`config.mk`:
```
export PLATFORM = sky130hd
export DESIGN_NAME = mem_port_arbiter_flat
export DESIGN_NICKNAME = d
export VERILOG_FILES = /design/src/rtl/mem_port_arbiter_pkg.sv /design/src/rtl/mem_port_arbiter_if.sv /design/src/rtl/arb_timeout_cnt.sv /design/src/rtl/mem_port_arbiter.sv /design/src/flat_wrapper.sv
export SDC_FILE = /design/constraint.sdc
export NUM_CORES = 1
export LEC_CHECK = 0
export CORE_UTILIZATION = 40
export DETAILED_ROUTE_END_ITERATION = 8
export PLACE_DENSITY = 0.77
export SETUP_SLACK_MARGIN = 0.2
export SLEW_MARGIN = 20
export SYNTH_ARGS = -nofsm -noshare
export SYNTH_HDL_FRONTEND = slang
export SYNTH_SLANG_ARGS = --single-unit
```
`constraint.sdc`:
```
create_clock -name clk -period 1.85 [get_ports clk]
set_input_delay 0.37 -clock clk [delete_from_list [all_inputs] [get_ports clk]]
set_output_delay 0.37 -clock clk [all_outputs]
set_load 0.01 [all_outputs]
```
`src/rtl/mem_port_arbiter_pkg.sv`:
```
// rtl/mem_port_arbiter_pkg.sv - shared types and constants for the IF/MEM bus arbiter
//   arb_state_e  : arbiter states (ARB_IDLE, ARB_DATA, ARB_INST)
//   ARB_SRC_*    : bus_err_src encodings (0 = fetch, 1 = data)
//   ARB_FETCH_BE : byte enables driven for every instruction fetch
package mem_port_arbiter_pkg;

   typedef enum logic [1:0] {
      ARB_IDLE = 2'd0,
      ARB_DATA = 2'd1,
      ARB_INST = 2'd2
   } arb_state_e;

   localparam logic       ARB_SRC_INST = 1'b0;
   localparam logic       ARB_SRC_DATA = 1'b1;
   localparam logic [3:0] ARB_FETCH_BE = 4'hf;

endpackage

```
`src/rtl/mem_port_arbiter_if.sv`:
```
// rtl/mem_port_arbiter_if.sv - pipeline-side and memory-bus-side signals of the arbiter
//   if_*  : fetch port (if_req/if_addr/if_cancel in, if_rdata/if_ready/if_stall out)
//   dm_*  : data port (dm_req/dm_we/dm_be/dm_addr/dm_wdata in, dm_rdata/dm_ready out), mem_stall out
//   bus_* : shared memory bus (req/we/be/addr/wdata/err/err_src out, rdata/ack in)
//   modport master : the arbiter, which masters the memory bus
//   modport slave  : the surrounding pipeline and memory
interface mem_port_arbiter_if;

   logic        if_req;
   logic [31:0] if_addr;
   logic        if_cancel;
   logic [31:0] if_rdata;
   logic        if_ready;
   logic        if_stall;

   logic        dm_req;
   logic        dm_we;
   logic [3:0]  dm_be;
   logic [31:0] dm_addr;
   logic [31:0] dm_wdata;
   logic [31:0] dm_rdata;
   logic        dm_ready;
   logic        mem_stall;

   logic        bus_req;
   logic        bus_we;
   logic [3:0]  bus_be;
   logic [31:0] bus_addr;
   logic [31:0] bus_wdata;
   logic [31:0] bus_rdata;
   logic        bus_ack;
   logic        bus_err;
   logic        bus_err_src;

   modport master (
      input  if_req, if_addr, if_cancel,
      input  dm_req, dm_we, dm_be, dm_addr, dm_wdata,
      input  bus_rdata, bus_ack,
      output if_rdata, if_ready, if_stall,
      output dm_rdata, dm_ready, mem_stall,
      output bus_req, bus_we, bus_be, bus_addr, bus_wdata, bus_err, bus_err_src
   );

   modport slave (
      output if_req, if_addr, if_cancel,
      output dm_req, dm_we, dm_be, dm_addr, dm_wdata,
      output bus_rdata, bus_ack,
      input  if_rdata, if_ready, if_stall,
      input  dm_rdata, dm_ready, mem_stall,
      input  bus_req, bus_we, bus_be, bus_addr, bus_wdata, bus_err, bus_err_src
   );

endinterface

```
`src/rtl/arb_timeout_cnt.sv`:
```
// rtl/arb_timeout_cnt.sv - bus-request watchdog counter, present only with ARB_TIMEOUT_EN
//   clk, reset : clock, synchronous active-high reset
//   clr        : restart the count (arbiter idle / granting)
//   en         : count this cycle (bus_req high)
//   expire     : high in the LIMIT-th consecutive enabled cycle
`ifdef ARB_TIMEOUT_EN
module arb_timeout_cnt #(
   parameter int TO_W  = 8,
   parameter int LIMIT = 255
) (
   input  logic clk,
   input  logic reset,
   input  logic clr,
   input  logic en,
   output logic expire
);

   logic [TO_W-1:0] cnt_q;
   logic [TO_W-1:0] cnt_d;

   always_comb begin
      cnt_d = cnt_q;
      if (clr) begin
         cnt_d = '0;
      end else if (en) begin
         cnt_d = cnt_q + 1'b1;
      end
   end

   always_ff @(posedge clk) begin
      if (reset) begin
         cnt_q <= '0;
      end else begin
         cnt_q <= cnt_d;
      end
   end

   // cnt_q holds the number of earlier enabled cycles, so LIMIT-1 marks the LIMIT-th one.
   assign expire = en & ~clr & (cnt_q == TO_W'(LIMIT - 1));

endmodule
`endif

```
`src/rtl/mem_port_arbiter.sv`:
```
// rtl/mem_port_arbiter.sv - non-preemptive arbiter sharing one memory bus between fetch and data
//   clk   : clock, rising edge
//   reset : synchronous, active-high
//   arb   : mem_port_arbiter_if.master (fetch port, data port, memory bus)
//   ARB_TIMEOUT_EN : when defined, a bus_req left unacknowledged for TIMEOUT_CYCLES
//                    cycles is aborted with a bus_err pulse; otherwise bus_err/bus_err_src are 0
module mem_port_arbiter
   import mem_port_arbiter_pkg::*;
#(
   parameter int TIMEOUT_CYCLES = 255,
   parameter int TO_W           = 8
)
(
   input logic                clk,
   input logic                reset,
   mem_port_arbiter_if.master arb
);

   arb_state_e  state_q, state_d;
   logic        bus_req_q, bus_req_d;
   logic        bus_we_q, bus_we_d;
   logic [3:0]  bus_be_q, bus_be_d;
   logic [31:0] bus_addr_q, bus_addr_d;
   logic [31:0] bus_wdata_q, bus_wdata_d;
   logic [31:0] if_rdata_q, if_rdata_d;
   logic        if_ready_q, if_ready_d;
   logic [31:0] dm_rdata_q, dm_rdata_d;
   logic        dm_ready_q, dm_ready_d;
   logic        cancel_q, cancel_d;
   logic        fetch_dropped;

   // A cancel arriving in the very cycle of the ack must also discard the word.
   assign fetch_dropped = cancel_q | arb.if_cancel;

`ifdef ARB_TIMEOUT_EN
   logic bus_err_q, bus_err_d;
   logic bus_err_src_q, bus_err_src_d;
   logic to_expire;

   // Every grant is made from IDLE, so holding the counter clear there restarts it per transaction.
   arb_timeout_cnt #(
      .TO_W  (TO_W),
      .LIMIT (TIMEOUT_CYCLES)
   ) u_timeout (
      .clk    (clk),
      .reset  (reset),
      .clr    (state_q == ARB_IDLE),
      .en     (bus_req_q),
      .expire (to_expire)
   );
`endif

   always_comb begin
      state_d     = state_q;
      bus_req_d   = bus_req_q;
      bus_we_d    = bus_we_q;
      bus_be_d    = bus_be_q;
      bus_addr_d  = bus_addr_q;
      bus_wdata_d = bus_wdata_q;
      if_rdata_d  = if_rdata_q;
      if_ready_d  = 1'b0;
      dm_rdata_d  = dm_rdata_q;
      dm_ready_d  = 1'b0;
      cancel_d    = cancel_q;
`ifdef ARB_TIMEOUT_EN
      bus_err_d     = 1'b0;
      bus_err_src_d = bus_err_src_q;
`endif

      case (state_q)
         ARB_IDLE: begin
            // A requester whose ready is high is finishing now; skipping it lets a
            // pending fetch win right after a data transfer, so fetch cannot starve.
            if (arb.dm_req && !dm_ready_q) begin
               state_d     = ARB_DATA;
               bus_req_d   = 1'b1;
               bus_we_d    = arb.dm_we;
               bus_be_d    = arb.dm_be;
               bus_addr_d  = arb.dm_addr;
               bus_wdata_d = arb.dm_wdata;
            end else if (arb.if_req && !arb.if_cancel && !if_ready_q) begin
               state_d    = ARB_INST;
               bus_req_d  = 1'b1;
               bus_we_d   = 1'b0;
               bus_be_d   = ARB_FETCH_BE;
               bus_addr_d = arb.if_addr;
            end
         end

         ARB_DATA: begin
            if (arb.bus_ack) begin
               state_d    = ARB_IDLE;
               bus_req_d  = 1'b0;
               dm_rdata_d = arb.bus_rdata;
               dm_ready_d = 1'b1;
            end
`ifdef ARB_TIMEOUT_EN
            else if (to_expire) begin
               state_d       = ARB_IDLE;
               bus_req_d     = 1'b0;
               dm_rdata_d    = '0;
               dm_ready_d    = 1'b1;
               bus_err_d     = 1'b1;
               bus_err_src_d = ARB_SRC_DATA;
            end
`endif
         end

         ARB_INST: begin
            if (arb.if_cancel) begin
               cancel_d = 1'b1;
            end
            if (arb.bus_ack) begin
               state_d   = ARB_IDLE;
               bus_req_d = 1'b0;
               cancel_d  = 1'b0;
               if (!fetch_dropped) begin
                  if_rdata_d = arb.bus_rdata;
                  if_ready_d = 1'b1;
               end
            end
`ifdef ARB_TIMEOUT_EN
            else if (to_expire) begin
               state_d       = ARB_IDLE;
               bus_req_d     = 1'b0;
               cancel_d      = 1'b0;
               bus_err_d     = 1'b1;
               bus_err_src_d = ARB_SRC_INST;
               if (!fetch_dropped) begin
                  if_rdata_d = '0;
                  if_ready_d = 1'b1;
               end
            end
`endif
         end

         default: begin
            state_d = ARB_IDLE;
         end
      endcase
   end

   always_ff @(posedge clk) begin
      if (reset) begin
         state_q     <= ARB_IDLE;
         bus_req_q   <= 1'b0;
         bus_we_q    <= 1'b0;
         bus_be_q    <= '0;
         bus_addr_q  <= '0;
         bus_wdata_q <= '0;
         if_rdata_q  <= '0;
         if_ready_q  <= 1'b0;
         dm_rdata_q  <= '0;
         dm_ready_q  <= 1'b0;
         cancel_q    <= 1'b0;
      end else begin
         state_q     <= state_d;
         bus_req_q   <= bus_req_d;
         bus_we_q    <= bus_we_d;
         bus_be_q    <= bus_be_d;
         bus_addr_q  <= bus_addr_d;
         bus_wdata_q <= bus_wdata_d;
         if_rdata_q  <= if_rdata_d;
         if_ready_q  <= if_ready_d;
         dm_rdata_q  <= dm_rdata_d;
         dm_ready_q  <= dm_ready_d;
         cancel_q    <= cancel_d;
      end
   end

`ifdef ARB_TIMEOUT_EN
   always_ff @(posedge clk) begin
      if (reset) begin
         bus_err_q     <= 1'b0;
         bus_err_src_q <= 1'b0;
      end else begin
         bus_err_q     <= bus_err_d;
         bus_err_src_q <= bus_err_src_d;
      end
   end

   assign arb.bus_err     = bus_err_q;
   assign arb.bus_err_src = bus_err_src_q;
`else
   assign arb.bus_err     = 1'b0;
   assign arb.bus_err_src = 1'b0;
`endif

   assign arb.bus_req   = bus_req_q;
   assign arb.bus_we    = bus_we_q;
   assign arb.bus_be    = bus_be_q;
   assign arb.bus_addr  = bus_addr_q;
   assign arb.bus_wdata = bus_wdata_q;
   assign arb.if_rdata  = if_rdata_q;
   assign arb.if_ready  = if_ready_q;
   assign arb.dm_rdata  = dm_rdata_q;
   assign arb.dm_ready  = dm_ready_q;

   assign arb.if_stall  = arb.if_req & ~if_ready_q;
   assign arb.mem_stall = arb.dm_req & ~dm_ready_q;

endmodule

```
`src/flat_wrapper.sv`:
```
// flat-port wrapper written by rule: the top's interface ports become plain ports
module mem_port_arbiter_flat import mem_port_arbiter_pkg::*;
#(
   parameter int TIMEOUT_CYCLES = 255,
   parameter int TO_W           = 8
)
  (clk, reset, arb_if_req, arb_if_addr, arb_if_cancel, arb_dm_req, arb_dm_we, arb_dm_be, arb_dm_addr, arb_dm_wdata, arb_bus_rdata, arb_bus_ack, arb_if_rdata, arb_if_ready, arb_if_stall, arb_dm_rdata, arb_dm_ready, arb_mem_stall, arb_bus_req, arb_bus_we, arb_bus_be, arb_bus_addr, arb_bus_wdata, arb_bus_err, arb_bus_err_src);
  mem_port_arbiter_if arb_i ();
  input logic clk;
  input logic reset;
  input wire logic [$bits(arb_i.if_req)-1:0] arb_if_req;
  input wire logic [$bits(arb_i.if_addr)-1:0] arb_if_addr;
  input wire logic [$bits(arb_i.if_cancel)-1:0] arb_if_cancel;
  input wire logic [$bits(arb_i.dm_req)-1:0] arb_dm_req;
  input wire logic [$bits(arb_i.dm_we)-1:0] arb_dm_we;
  input wire logic [$bits(arb_i.dm_be)-1:0] arb_dm_be;
  input wire logic [$bits(arb_i.dm_addr)-1:0] arb_dm_addr;
  input wire logic [$bits(arb_i.dm_wdata)-1:0] arb_dm_wdata;
  input wire logic [$bits(arb_i.bus_rdata)-1:0] arb_bus_rdata;
  input wire logic [$bits(arb_i.bus_ack)-1:0] arb_bus_ack;
  output wire logic [$bits(arb_i.if_rdata)-1:0] arb_if_rdata;
  output wire logic [$bits(arb_i.if_ready)-1:0] arb_if_ready;
  output wire logic [$bits(arb_i.if_stall)-1:0] arb_if_stall;
  output wire logic [$bits(arb_i.dm_rdata)-1:0] arb_dm_rdata;
  output wire logic [$bits(arb_i.dm_ready)-1:0] arb_dm_ready;
  output wire logic [$bits(arb_i.mem_stall)-1:0] arb_mem_stall;
  output wire logic [$bits(arb_i.bus_req)-1:0] arb_bus_req;
  output wire logic [$bits(arb_i.bus_we)-1:0] arb_bus_we;
  output wire logic [$bits(arb_i.bus_be)-1:0] arb_bus_be;
  output wire logic [$bits(arb_i.bus_addr)-1:0] arb_bus_addr;
  output wire logic [$bits(arb_i.bus_wdata)-1:0] arb_bus_wdata;
  output wire logic [$bits(arb_i.bus_err)-1:0] arb_bus_err;
  output wire logic [$bits(arb_i.bus_err_src)-1:0] arb_bus_err_src;
  assign arb_i.if_req = arb_if_req;
  assign arb_i.if_addr = arb_if_addr;
  assign arb_i.if_cancel = arb_if_cancel;
  assign arb_i.dm_req = arb_dm_req;
  assign arb_i.dm_we = arb_dm_we;
  assign arb_i.dm_be = arb_dm_be;
  assign arb_i.dm_addr = arb_dm_addr;
  assign arb_i.dm_wdata = arb_dm_wdata;
  assign arb_i.bus_rdata = arb_bus_rdata;
  assign arb_i.bus_ack = arb_bus_ack;
  assign arb_if_rdata = arb_i.if_rdata;
  assign arb_if_ready = arb_i.if_ready;
  assign arb_if_stall = arb_i.if_stall;
  assign arb_dm_rdata = arb_i.dm_rdata;
  assign arb_dm_ready = arb_i.dm_ready;
  assign arb_mem_stall = arb_i.mem_stall;
  assign arb_bus_req = arb_i.bus_req;
  assign arb_bus_we = arb_i.bus_we;
  assign arb_bus_be = arb_i.bus_be;
  assign arb_bus_addr = arb_i.bus_addr;
  assign arb_bus_wdata = arb_i.bus_wdata;
  assign arb_bus_err = arb_i.bus_err;
  assign arb_bus_err_src = arb_i.bus_err_src;
  mem_port_arbiter #(.TIMEOUT_CYCLES(TIMEOUT_CYCLES), .TO_W(TO_W)) u_core (.clk(clk), .reset(reset), .arb(arb_i));
endmodule
```
Yosys cells after proc, flatten, opt, wreduce, memory -nomap -nowiden --
Index checks and enable logic that the tools add are counted.
Storage, ports and cells: bits of input ports 139, bits in registers 139, logic and storage cells 62, output and inout port bits 140
Cells by class: multiplexer cells 18, equal/unequal tests 4, reductions and logical operators 20, bitwise logic cells 9
Operator list (number):
- 32-bit two-way mux | 2
- 2-bit AND reduction | 5
- 1-bit two-way mux | 9
- 4-bit two-way mux | 2
- 2-bit two-way mux | 3
- 1-bit NOT | 6
- 3-bit AND reduction | 2
- 2-bit nonzero test | 3
- 2-bit case mux with 2 select lines | 1
- 2-bit OR reduction | 2
- 1-bit logical AND | 3
- 1-bit zero test | 3
- 3-bit by 1-bit != test with 1-bit output (second input constant) | 1
- 3-bit OR reduction | 1
- 1-bit bitwise AND | 2
- 2-bit by 1-bit == test with 1-bit output (second input constant) | 1
- 2-bit == test (second input constant) | 1
- 2-bit zero test | 1
- 2-bit by 1-bit != test with 1-bit output (second input constant) | 1
- 1-bit case mux with 2 select lines | 1
- 1-bit OR | 1

Longest topological paths before layout --
Gate-level depths: netlist of run 1.
depth in word-level cells 6, depth in mapped cells 8

Worst setup path before layout of run 1 --
OpenSTA, ideal clock, no wires.
kind register to register, start register u_core.state_q[0], end register u_core.bus_addr_q[10], in the netlist u_core.arb.bus_addr[10], clock period less this slack 1.664 ns, setup time 0.081 ns, required time 1.769 ns, setup slack 0.186 ns, data arrival time 1.583 ns, path buffers 3, stages on the path, launching flop included 9, path through dfxtp_1 inv_1 ha_1 nor4bb_1 buf_2 or2_1 buf_2 buf_6 a211oi_2
Between the ends: longest elaborated chain between the ends 2
Ends and longest elaborated chain:
- start: declaration | line mem_port_arbiter.sv:19 | arb_state_e state_q, state_d;
- start signal: assignment | line mem_port_arbiter.sv:157 | state_q <= state_d;
- 2-bit zero test | line mem_port_arbiter.sv:70 | case (state_q)
- 2-bit AND reduction (no line)
- end signal: assignment | line mem_port_arbiter.sv:161 | bus_addr_q <= bus_addr_d;
- end: declaration | line mem_port_arbiter.sv:23 | logic [31:0] bus_addr_q, bus_addr_d;
Every way passes these cells. A chain may end at the register's enable or synchronous reset.

Worst setup path in the final report of run 1 --
start register u_core.state_q[0], end register u_core.bus_addr_q[26], in the netlist u_core.arb.bus_addr[26]
Same word-level chain as after synthesis.

==> results of run 1 <==
[sequential cells by signal (all words and copies together) (netlist names), 2 cells and up]
| name | cells |
|---|---|
| u_core.arb.bus_addr | 32 |
| u_core.arb.bus_be | 4 |
| u_core.arb.bus_wdata | 32 |
| u_core.arb.dm_rdata | 32 |
| u_core.arb.if_rdata | 32 |
| u_core.state_q | 2 |
[power by group]
part,switching [mW],internal (mW),total [mW]
combinational,0.938,1.01,1.95
sequential,0.132,3.24,3.37
clock,1.23,2.16,3.39
total,2.30,6.41,8.71
[layer usage]
| metal | global-route usage [%] | wire [µm] | vias up |
|---|---|---|---|
| li1 | - | - | 2652 |
| met2 | 45.5 | 9130 | 225 |
| met1 | 28.0 | 7350 | 2556 |
| met5 | 0 | 0 | - |
| met3 | 8.49 | 1450 | 28 |
| met4 | 9.41 | 418 | 0 |
[stage by stage]
step | TNS [ns] | instance area, µm² | utilization [%] | worst slack [ns]
CTS | 0 | 9020 | 68.1 | 0.141
global route | 0 | 9180 | 69.3 | 0.137
detailed placement | -9.54 | 8480 | 64.1 | -0.267
global placement | -7.22 | 8480 | 64.1 | -0.252
floorplan | 0 | 5440 | - | 0.235
finish | 0 | 9180 | 69.3 | 0.178
[worst max path at each step]
stage | start | endpoint | slack (ns) | cells past startpoint
final | u_core.state_q[0] | u_core.arb.bus_addr[26] | 0.18 | 7
after global routing | u_core.state_q[0] | u_core.arb.bus_addr[26] | 0.14 | 7
after CTS | arb_dm_req | arb_mem_stall | 0.14 | 4
after detailed placement | arb_if_cancel | u_core.arb.bus_addr[26] | -0.27 | 5
after global placement | arb_if_cancel | u_core.arb.bus_req | -0.25 | 4
after floorplan | u_core.state_q[0] | u_core.arb.bus_addr[10] | 0.24 | 8
[kinds of logic after synthesis]
logic type / share of synthesized area [%]
other cells: 0.0691
mux: 5.90
simple gates: 18.6
fa+ha+maj: 0.922
compound gates: 18.1
buf+inv: 5.14
flops: 51.3
[cell usage after synthesis (2+ instances only)]
library cell / number / share of area, %
nand2_1: 194 / 13
dfxtp_1: 139 / 51
a21oi_1: 100 / 9.2
mux2i_1: 32 / 5.9
nor3_1: 32 / 2.9
clkbuf_1: 31 / 2.1
a211oi_2: 30 / 6.9
buf_2: 19 / 1.8
inv_1: 5 / 0.35
ha_1: 4 / 0.92
o221a_2: 4 / 0.83
a211oi_1: 3 / 0.41
buf_6: 3 / 0.62
nor2_1: 3 / 0.21
buf_4: 2 / 0.28
nand3b_1: 2 / 0.28
nor2b_1: 2 / 0.23
nor4bb_1: 2 / 0.37
[worst max-delay path, stage by stage (launching register included)]
cell	delay [ns]
dfxtp_2	0.35
inv_4	0.05
ha_4	0.17
nor4bb_4	0.14
buf_4	0.17
or2_4	0.31
buf_12	0.16
a211oi_2	0.22
[repair_timing]
action / CTS / global route
setup endpoints to repair: 205 / 90
gates resized for setup: 151 / 25
gates cloned: 2 / 2
buffers inserted: 5 / 3
pin swaps: 3 / 6
[final cells by class]
cell class              instances  area, µm²  share of cell area, %
clock inverters                 8        120                   1.31
well taps                     176        220                   2.40
flip-flops and latches        139       2790                   30.4
multi-input cells             424       2500                   27.3
clock buffers                  21        460                   5.02
repair buffers                313       3060                   33.4
inverters                       5       23.8                  0.259
==> reports/results.tsv, run 1 <==
stage	metric	value	unit
grt	grt ovf	0	
timing	Tmin final	1.67	ns
layout	fin nets	1043	
timing	skew final	0.00687	ns
route	WL/cell	16.9	µm
floorplan	die area	0.0140	mm²
clock_tree	CTS Buffer Depth	2	
floorplan	site row count	42	
layout	Layout Area Growth over Synthesis	69.0	%
yosys	predominant post-synthesis flop cell	dfxtp_1	
grt	antenna violations before repair	0	
clock_tree	CTS tree	built	
route	vias after detailed routing	5461	
route	Total Routed Length	18300	µm
run	number of max-cap violations	0	
grt	largest net degree at the start of global routing	66	
pwr	Peak VDD IR	0.645	mV
worst_setup_path	Setup crit start kind	register	
placement	placed cells	1045	
min_path	Hold Crit Start	reset	
clock_tree	CTS buffer count	17	
worst_setup_path	critical path data required time	2.17	ns
route	# DRC	0	
route	Via-to-Cell Ratio	5.03	
yosys	Cells after Synth	621	
layout	Antenna diodes	0	
route	Final ANT Viol Nets	0	
yosys	Synth warnings	0	
worst_setup_path	crit path kind	register to register	
timing	Tcrit/Tclk final	90.4	%
timing	RSZ-0062 raised after global routing	true	
timing	fin. max-slew vios	0	
grt	first-pass GRT wire length	28200	µm
clock_tree	H-Tree Depth	4	
clock_tree	register clock-pin slew on the reported worst setup and hold paths	0.06	ns
worst_setup_path	RR Startpoint	u_core.state_q[0]	
timing	Hold WS	0.245	ns
route	first-pass iteration count of the detailed router	5	
grt	vias in the first global route	5525	
worst_setup_path	r2r endpoint	u_core.arb.bus_addr[26]	
yosys	#FFs+latches synth	139	
floorplan	Core ar.	0.0132	mm²
placement	routability cong.	0.833	
yosys	post-synthesis sequential area ratio	51.3	%
yosys	Synth cell types	32	
floorplan	Vert. Die Dim	119	µm
route	initial drt markers	262	
pwr	pwr/cell area	949	mW/mm²
floorplan	Ports	279	
min_path	hold path cells	2	
yosys	Post-synth EDFFs	0	
pwr	Tot Pwr	8.71	mW
min_path	Hold EP	u_core.state_q[1]	
layout	Layout Cells excl Fill	1086	
timing	final hold vios	0	
clock_tree	clk_lat worst skew	0.41	ns
placement	IO Port Bufs	276	
min_path	Hold WC Path Type	input port to register	
timing	# setup viols final	0	
clock_tree	clk sink count	139	
clock_tree	clk root buf	clkbuf_16	
placement	hpwl dp	12800	µm
outcome	status	finished, final reports clean	
floorplan	width of the die	119	µm
floorplan	Initial Util	41.0	%
worst_setup_path	Reg2Reg Depth	7	
layout	most frequent cells in the layout	nand2_1, dlygate4sd2_1, dfxtp_1	
worst_setup_path	CP max FO	8	
layout	fillcell total	1067	
layout	commonest non-fill, non-tap cell in the layout	nand2_1	
yosys	Synth Cell Area	0.00543	mm²
grt	global-route usage over all layers	25.5	%
yosys	Synth Area per Inst	8.74	µm²
layout	share of layout cells above drive strength 1	14.1	%
worst_setup_path	Worst EP arrival	1.99	ns
worst_setup_path	FF-to-FF setup slack	0.18	ns
pwr	Lkg Pwr	4.02	nW
worst_setup_path	CP Capture Type	register	
clock_tree	hold_buf cts	0	
timing	Max Freq	598	MHz
yosys	Post-synth ARST share	0	%
Power figures use the tool's default switching activity.
==> run 2, diff against run 1 <==
--- a/config.mk
+++ b/config.mk
@@ -5,9 +5,10 @@
 export SDC_FILE = /design/constraint.sdc
 export NUM_CORES = 1
 export LEC_CHECK = 0
-export CORE_UTILIZATION = 40
+export CORE_UTILIZATION = 43
+export CTS_BUF_LIST = sky130_fd_sc_hd__clkbuf_16
 export DETAILED_ROUTE_END_ITERATION = 8
-export PLACE_DENSITY = 0.77
+export PLACE_DENSITY = 0.82
 export SETUP_SLACK_MARGIN = 0.2
 export SLEW_MARGIN = 20
 export SYNTH_ARGS = -nofsm -noshare
==> constraint.sdc (replaced) <==
create_clock -name clk -period 2 [get_ports clk]
set_input_delay 0.4 -clock clk [delete_from_list [all_inputs] [get_ports clk]]
set_output_delay 0.4 -clock clk [all_outputs]
set_load 0.01 [all_outputs]
==> reports/results.tsv, run 2 (synthesized netlist as in run 1, its figures left out) <==
stage	metric	value	unit
floorplan	width of the die	114	µm
timing	Max Freq	564	MHz
layout	Layout Area Growth over Synthesis	67.0	%
route	first-pass iteration count of the detailed router	4	
pwr	Seq pwr share	38.5	%
clock_tree	PostCTS Resize Cnt	7	
placement	IO Port Bufs	276	
layout	Antenna diodes	0	
worst_setup_path	worst path cell trace	clkdlybuf4s50_1	
timing	setup TNS	0	ns
route	metal2 WL	8890	µm
grt	grt ovf	0	
clock_tree	clk sink count	139	
route	# DRC	0	
worst_setup_path	CP Capture Type	output port	
pwr	Tot Pwr	8.10	mW
route	WL/cell	16.5	µm
timing	Hold WS	0.239	ns
grt	vias in the first global route	5447	
route	Final ANT Viol Nets	0	
pwr	Switch Pwr	2.08	mW
grt	first-pass GRT wire length	27200	µm
min_path	Hold WC Path Type	input port to register	
route	Via-to-Cell Ratio	5.07	
timing	final hold vios	0	
placement	placed cell area	0.00845	mm²
run	number of max-cap violations	0	
floorplan	die area	0.0131	mm²
floorplan	Ports	279	
clock_tree	hold_buf cts	0	
clock_tree	clk_lat worst skew	0.42	ns
clock_tree	CTS Buffer Depth	2	
timing	RSZ-0062 raised after global routing	true	
layout	post-route cell area	0.00907	mm²
outcome	status	finished, final reports clean	
route	uppermost layer routed	met4	
clock_tree	CTS tree	built	
route	vias after detailed routing	5392	
floorplan	Core ar.	0.0122	mm²
layout	fillcell total	839	
pwr	switch share	25.7	%
timing	skew final	0.00681	ns
pwr	Lkg Pwr	3.33	nW
clock_tree	register clock-pin slew on the reported worst setup and hold paths	0.06	ns
route	initial drt markers	308	
worst_setup_path	CP bufs+invs	1	
grt	global-route usage over all layers	27.1	%
worst_setup_path	Worst EP arrival	1.37	ns
pwr	Peak VDD IR	0.740	mV
grt	largest net degree at the start of global routing	77	
worst_setup_path	Slowest cell on crit path	clkdlybuf4s50_1	
worst_setup_path	Setup crit start kind	register	
grt	antenna violations before repair	0	
timing	Tmin final	1.77	ns
clock_tree	post-CTS setup buffer count	0	
pwr	pwr/cell area	893	mW/mm²
floorplan	site row count	40	
worst_setup_path	critical path data required time	1.60	ns
worst_setup_path	CP max FO	2	
route	Total Routed Length	17600	µm
clock_tree	clk root buf	clkbuf_16	
pwr	clock share of power	39.6	%
pwr	Internal	6.02	mW
placement	placed cells	1032	
layout	share of layout cells above drive strength 1	10.2	%
route	metal3 WL	1610	µm
route	Post-Route M1 WL	6690	µm
layout	commonest non-fill, non-tap cell in the layout	clkdlybuf4s50_1	
pwr	Combinational Power Share	21.9	%
layout	most frequent cells in the layout	clkdlybuf4s50_1, nand2_1, dfxtp_1	
floorplan	Initial Util	44.6	%
timing	fin. max-slew vios	0	
timing	# setup viols final	0	
timing	Tcrit/Tclk final	88.6	%
worst_setup_path	CP delay by family, top	buffers and inverters	
layout	fin nets	1026	
floorplan	Vert. Die Dim	114	µm
layout	Layout Cells excl Fill	1064	
placement	routability cong.	0.783	
clock_tree	CTS buffer count	17	
clock_tree	H-Tree Depth	4	
worst_setup_path	Critical Path Max Stage Delay	0.57	ns
placement	hpwl dp	12600	µm
worst_setup_path	crit path kind	register to output port	
## run 2: cell type report
type / count / area (µm²) / share of cell area [%]
Timing Repair Buffer: 297 / 3030 / 33.4
Clock buffer: 17 / 425 / 4.69
Inverter: 5 / 18.8 / 0.207
Tap cell: 168 / 210 / 2.32
Sequential cell: 139 / 2780 / 30.7
Clock inverter: 15 / 183 / 2.01
Multi-Input combinational cell: 423 / 2420 / 26.7
## run 2: per-layer routing
layer | track usage (%) | up-vias
met5 | 0 | -
met4 | 11.4 | 0
met3 | 11.2 | 29
met2 | 48.6 | 197
met1 | 27.6 | 2546
li1 | - | 2620
## run 2: power by group through the flow
stage | clock network [mW] | logic, mW | registers [mW]
after floorplan | 0 | 0.708 | 3.27
after global placement | 0 | 1.71 | 3.16
after detailed placement | 0 | 1.75 | 3.18
after CTS | 3.25 | 1.78 | 3.12
after global routing | 3.35 | 1.90 | 3.14
final | 3.20 | 1.77 | 3.12
## run 2: worst paths after layout
kind	end	cells after the start	from	slack, ns
setup / recovery	arb_dm_rdata[31]	1	u_core.arb.dm_rdata[31]	0.23
setup reg to reg	u_core.arb.bus_be[3]	6	u_core.state_q[1]	0.24
hold / removal	u_core.arb.bus_we	2	reset	0.24
hold reg to reg	u_core.arb.if_rdata[18]	2	u_core.arb.if_rdata[18]	0.46
## run 2: per-stage QoR
stage	worst slack [ns]	util, %
2_1_floorplan	0.336	-
3_3_place_gp	-0.0308	69.5
3_5_place_dp	-0.138	69.5
4_1_cts	0.213	74.5
5_1_grt	0.169	74.6
6_report	0.227	74.6
==> run 3, diff against run 2 <==
--- a/config.mk
+++ b/config.mk
@@ -5,10 +5,10 @@
 export SDC_FILE = /design/constraint.sdc
 export NUM_CORES = 1
 export LEC_CHECK = 0
-export CORE_UTILIZATION = 43
+export CORE_UTILIZATION = 40
 export CTS_BUF_LIST = sky130_fd_sc_hd__clkbuf_16
 export DETAILED_ROUTE_END_ITERATION = 8
-export PLACE_DENSITY = 0.82
+export PLACE_DENSITY = 0.77
 export SETUP_SLACK_MARGIN = 0.2
 export SLEW_MARGIN = 20
 export SYNTH_ARGS = -nofsm -noshare
==> constraint.sdc (replaced) <==
create_clock -name clk -period 1.7 [get_ports clk]
set_input_delay 0.34 -clock clk [delete_from_list [all_inputs] [get_ports clk]]
set_output_delay 0.34 -clock clk [all_outputs]
set_load 0.01 [all_outputs]
==> reports/results.tsv, run 3 (synthesized netlist as in run 1, its figures left out) <==
stage	metric	value	unit
clock_tree	clk root buf	clkbuf_16	
timing	fin. max-slew vios	0	
route	WL/cell	17.4	µm
timing	PnR worst setup slack	0.108	ns
clock_tree	CTS tree	built	
floorplan	Initial Util	41.0	%
timing	final hold vios	0	
timing	# setup viols final	0	
worst_setup_path	critical path data required time	2.00	ns
route	initial drt markers	282	
timing	Tmin final	1.59	ns
grt	vias in the first global route	5621	
clock_tree	clk_lat worst skew	0.41	ns
clock_tree	register clock-pin slew on the reported worst setup and hold paths	0.06	ns
clock_tree	clk sink count	139	
floorplan	die area	0.0140	mm²
route	first-pass iteration count of the detailed router	5	
grt	antenna violations before repair	1	
floorplan	width of the die	119	µm
layout	fillcell total	1061	
placement	placed cells	1044	
layout	most frequent cells in the layout	nand2_1, dlygate4sd2_1, dfxtp_1	
floorplan	Core ar.	0.0132	mm²
layout	share of layout cells above drive strength 1	15.7	%
pwr	Peak VDD IR	0.791	mV
layout	commonest non-fill, non-tap cell in the layout	nand2_1	
worst_setup_path	worst path cell trace	inv_2, ha_4, and3b_2, or2_4, buf_12, o221a_4	
layout	Layout Area Growth over Synthesis	73.6	%
floorplan	Vert. Die Dim	119	µm
placement	dpl ws	-0.398	ns
floorplan	site row count	42	
worst_setup_path	Setup crit start kind	register	
layout	FF/Latch Area	0.00279	mm²
placement	IO Port Bufs	276	
layout	Multi-input gate area	0.00258	mm²
worst_setup_path	Slowest cell on crit path	dfxtp_2	
worst_setup_path	Worst EP arrival	1.90	ns
run	number of max-cap violations	0	
pwr	Lkg Pwr	4.09	nW
route	Via-to-Cell Ratio	5.10	
placement	routability cong.	0.838	
worst_setup_path	CP max FO	8	
clock_tree	H-Tree Depth	4	
grt	global-route usage over all layers	26.5	%
pwr	pwr/cell area	1020	mW/mm²
route	Final ANT Viol Nets	0	
outcome	status	finished, final reports clean	
grt	grt ovf	0	
layout	fin nets	1048	
layout	Layout Cells excl Fill	1094	
clock_tree	CTS Buffer Depth	2	
worst_setup_path	Critical Path Max Stage Delay	0.34	ns
timing	Tcrit/Tclk final	93.6	%
worst_setup_path	CP Capture Type	register	
placement	placed cell area	0.00854	mm²
pwr	Tot Pwr	9.57	mW
clock_tree	CTS buffer count	17	
timing	skew final	0.00724	ns
timing	RSZ-0062 raised after global routing	true	
layout	post-route cell area	0.00942	mm²
worst_setup_path	crit path kind	register to register	
timing	Max Freq	628	MHz
min_path	Hold WC Path Type	input port to register	
floorplan	Ports	279	
timing	setup TNS	0	ns
grt	largest net degree at the start of global routing	49	
placement	hpwl dp	12700	µm
route	# DRC	0	
route	vias after detailed routing	5574	
grt	first-pass GRT wire length	29100	µm
route	Total Routed Length	19000	µm
run 3: cell count changes in the layout (fill, tap and decap cells not counted), sizes merged, moves of 5 or more:
| cell | before | now |
|---|---|---|
| buf | 22 | 41 |
| clkbuf | 17 | 22 |
| dlygate4sd2 | 4 | 139 |
| clkdlybuf4s50 | 271 | 134 |
run 3: final timing paths:
check | start | to | slack [ns] | depth (start not counted)
setup reg to reg | u_core.state_q[1] | u_core.arb.bus_be[2] | 0.11 | 6
setup / recovery | u_core.state_q[1] | u_core.arb.bus_be[2] | 0.11 | 6
hold / removal | reset | u_core.arb.bus_wdata[0] | 0.34 | 2
hold reg to reg | u_core.arb.dm_rdata[28] | u_core.arb.dm_rdata[28] | 0.45 | 2
run 3: metal layers:
| metal | vias up | global-route usage [%] | share of wire, % | routed length (µm) |
|---|---|---|---|---|
| met1 | 2623 | 28.2 | 38 | 7160 |
| met3 | 29 | 8.83 | 8.6 | 1630 |
| met2 | 246 | 47.6 | 52 | 9800 |
| met4 | 0 | 11.2 | 2.1 | 405 |
| li1 | 2676 | - | - | - |
| met5 | - | 0 | 0 | 0 |
run 3: report_power, final:
part / switching, mW / total (mW) / internal, mW / leakage (nW)
combinational: 1.06 / 2.24 / 1.17 / 2.66
clock: 1.38 / 3.66 / 2.28 / 0.289
sequential: 0.154 / 3.68 / 3.53 / 1.14
run 3: per-stage QoR:
step | utilization (%) | hold WS [ns]
3_5_place_dp | 64.5 | 0.447
5_1_grt | 71.2 | 0.339
3_3_place_gp | 64.5 | 0.442
4_1_cts | 70.2 | 0.328
2_1_floorplan | - | 0.436
6_report | 71.2 | 0.342
run 3: timing repair:
item,4_1_cts,5_1_grt
hold buffers,0,0
gates resized for setup,177,11
cloned,5,3
setup endpoints to repair,208,82
setup buffers,6,4
pin swaps,16,13
run 3: cell type report:
cell class / count / area share (%)
Antenna cell: 1 / 0.0266
Sequential cell: 139 / 29.6
Clock buffer: 17 / 4.51
Multi-Input combinational cell: 423 / 27.4
Timing Repair Buffer: 319 / 34.3
Clock inverter: 14 / 1.65
Tap cell: 176 / 2.34
Inverter: 5 / 0.199
run 3: worst max-delay path, delay by kind of cell, from the launching register on:
family	cells	cell delay, ns
AOI/OAI and AO/OA	1	0.21
adders and majority gates	1	0.16
buffers and inverters	2	0.23
DFF	1	0.34
and+or+nand+nor	2	0.53
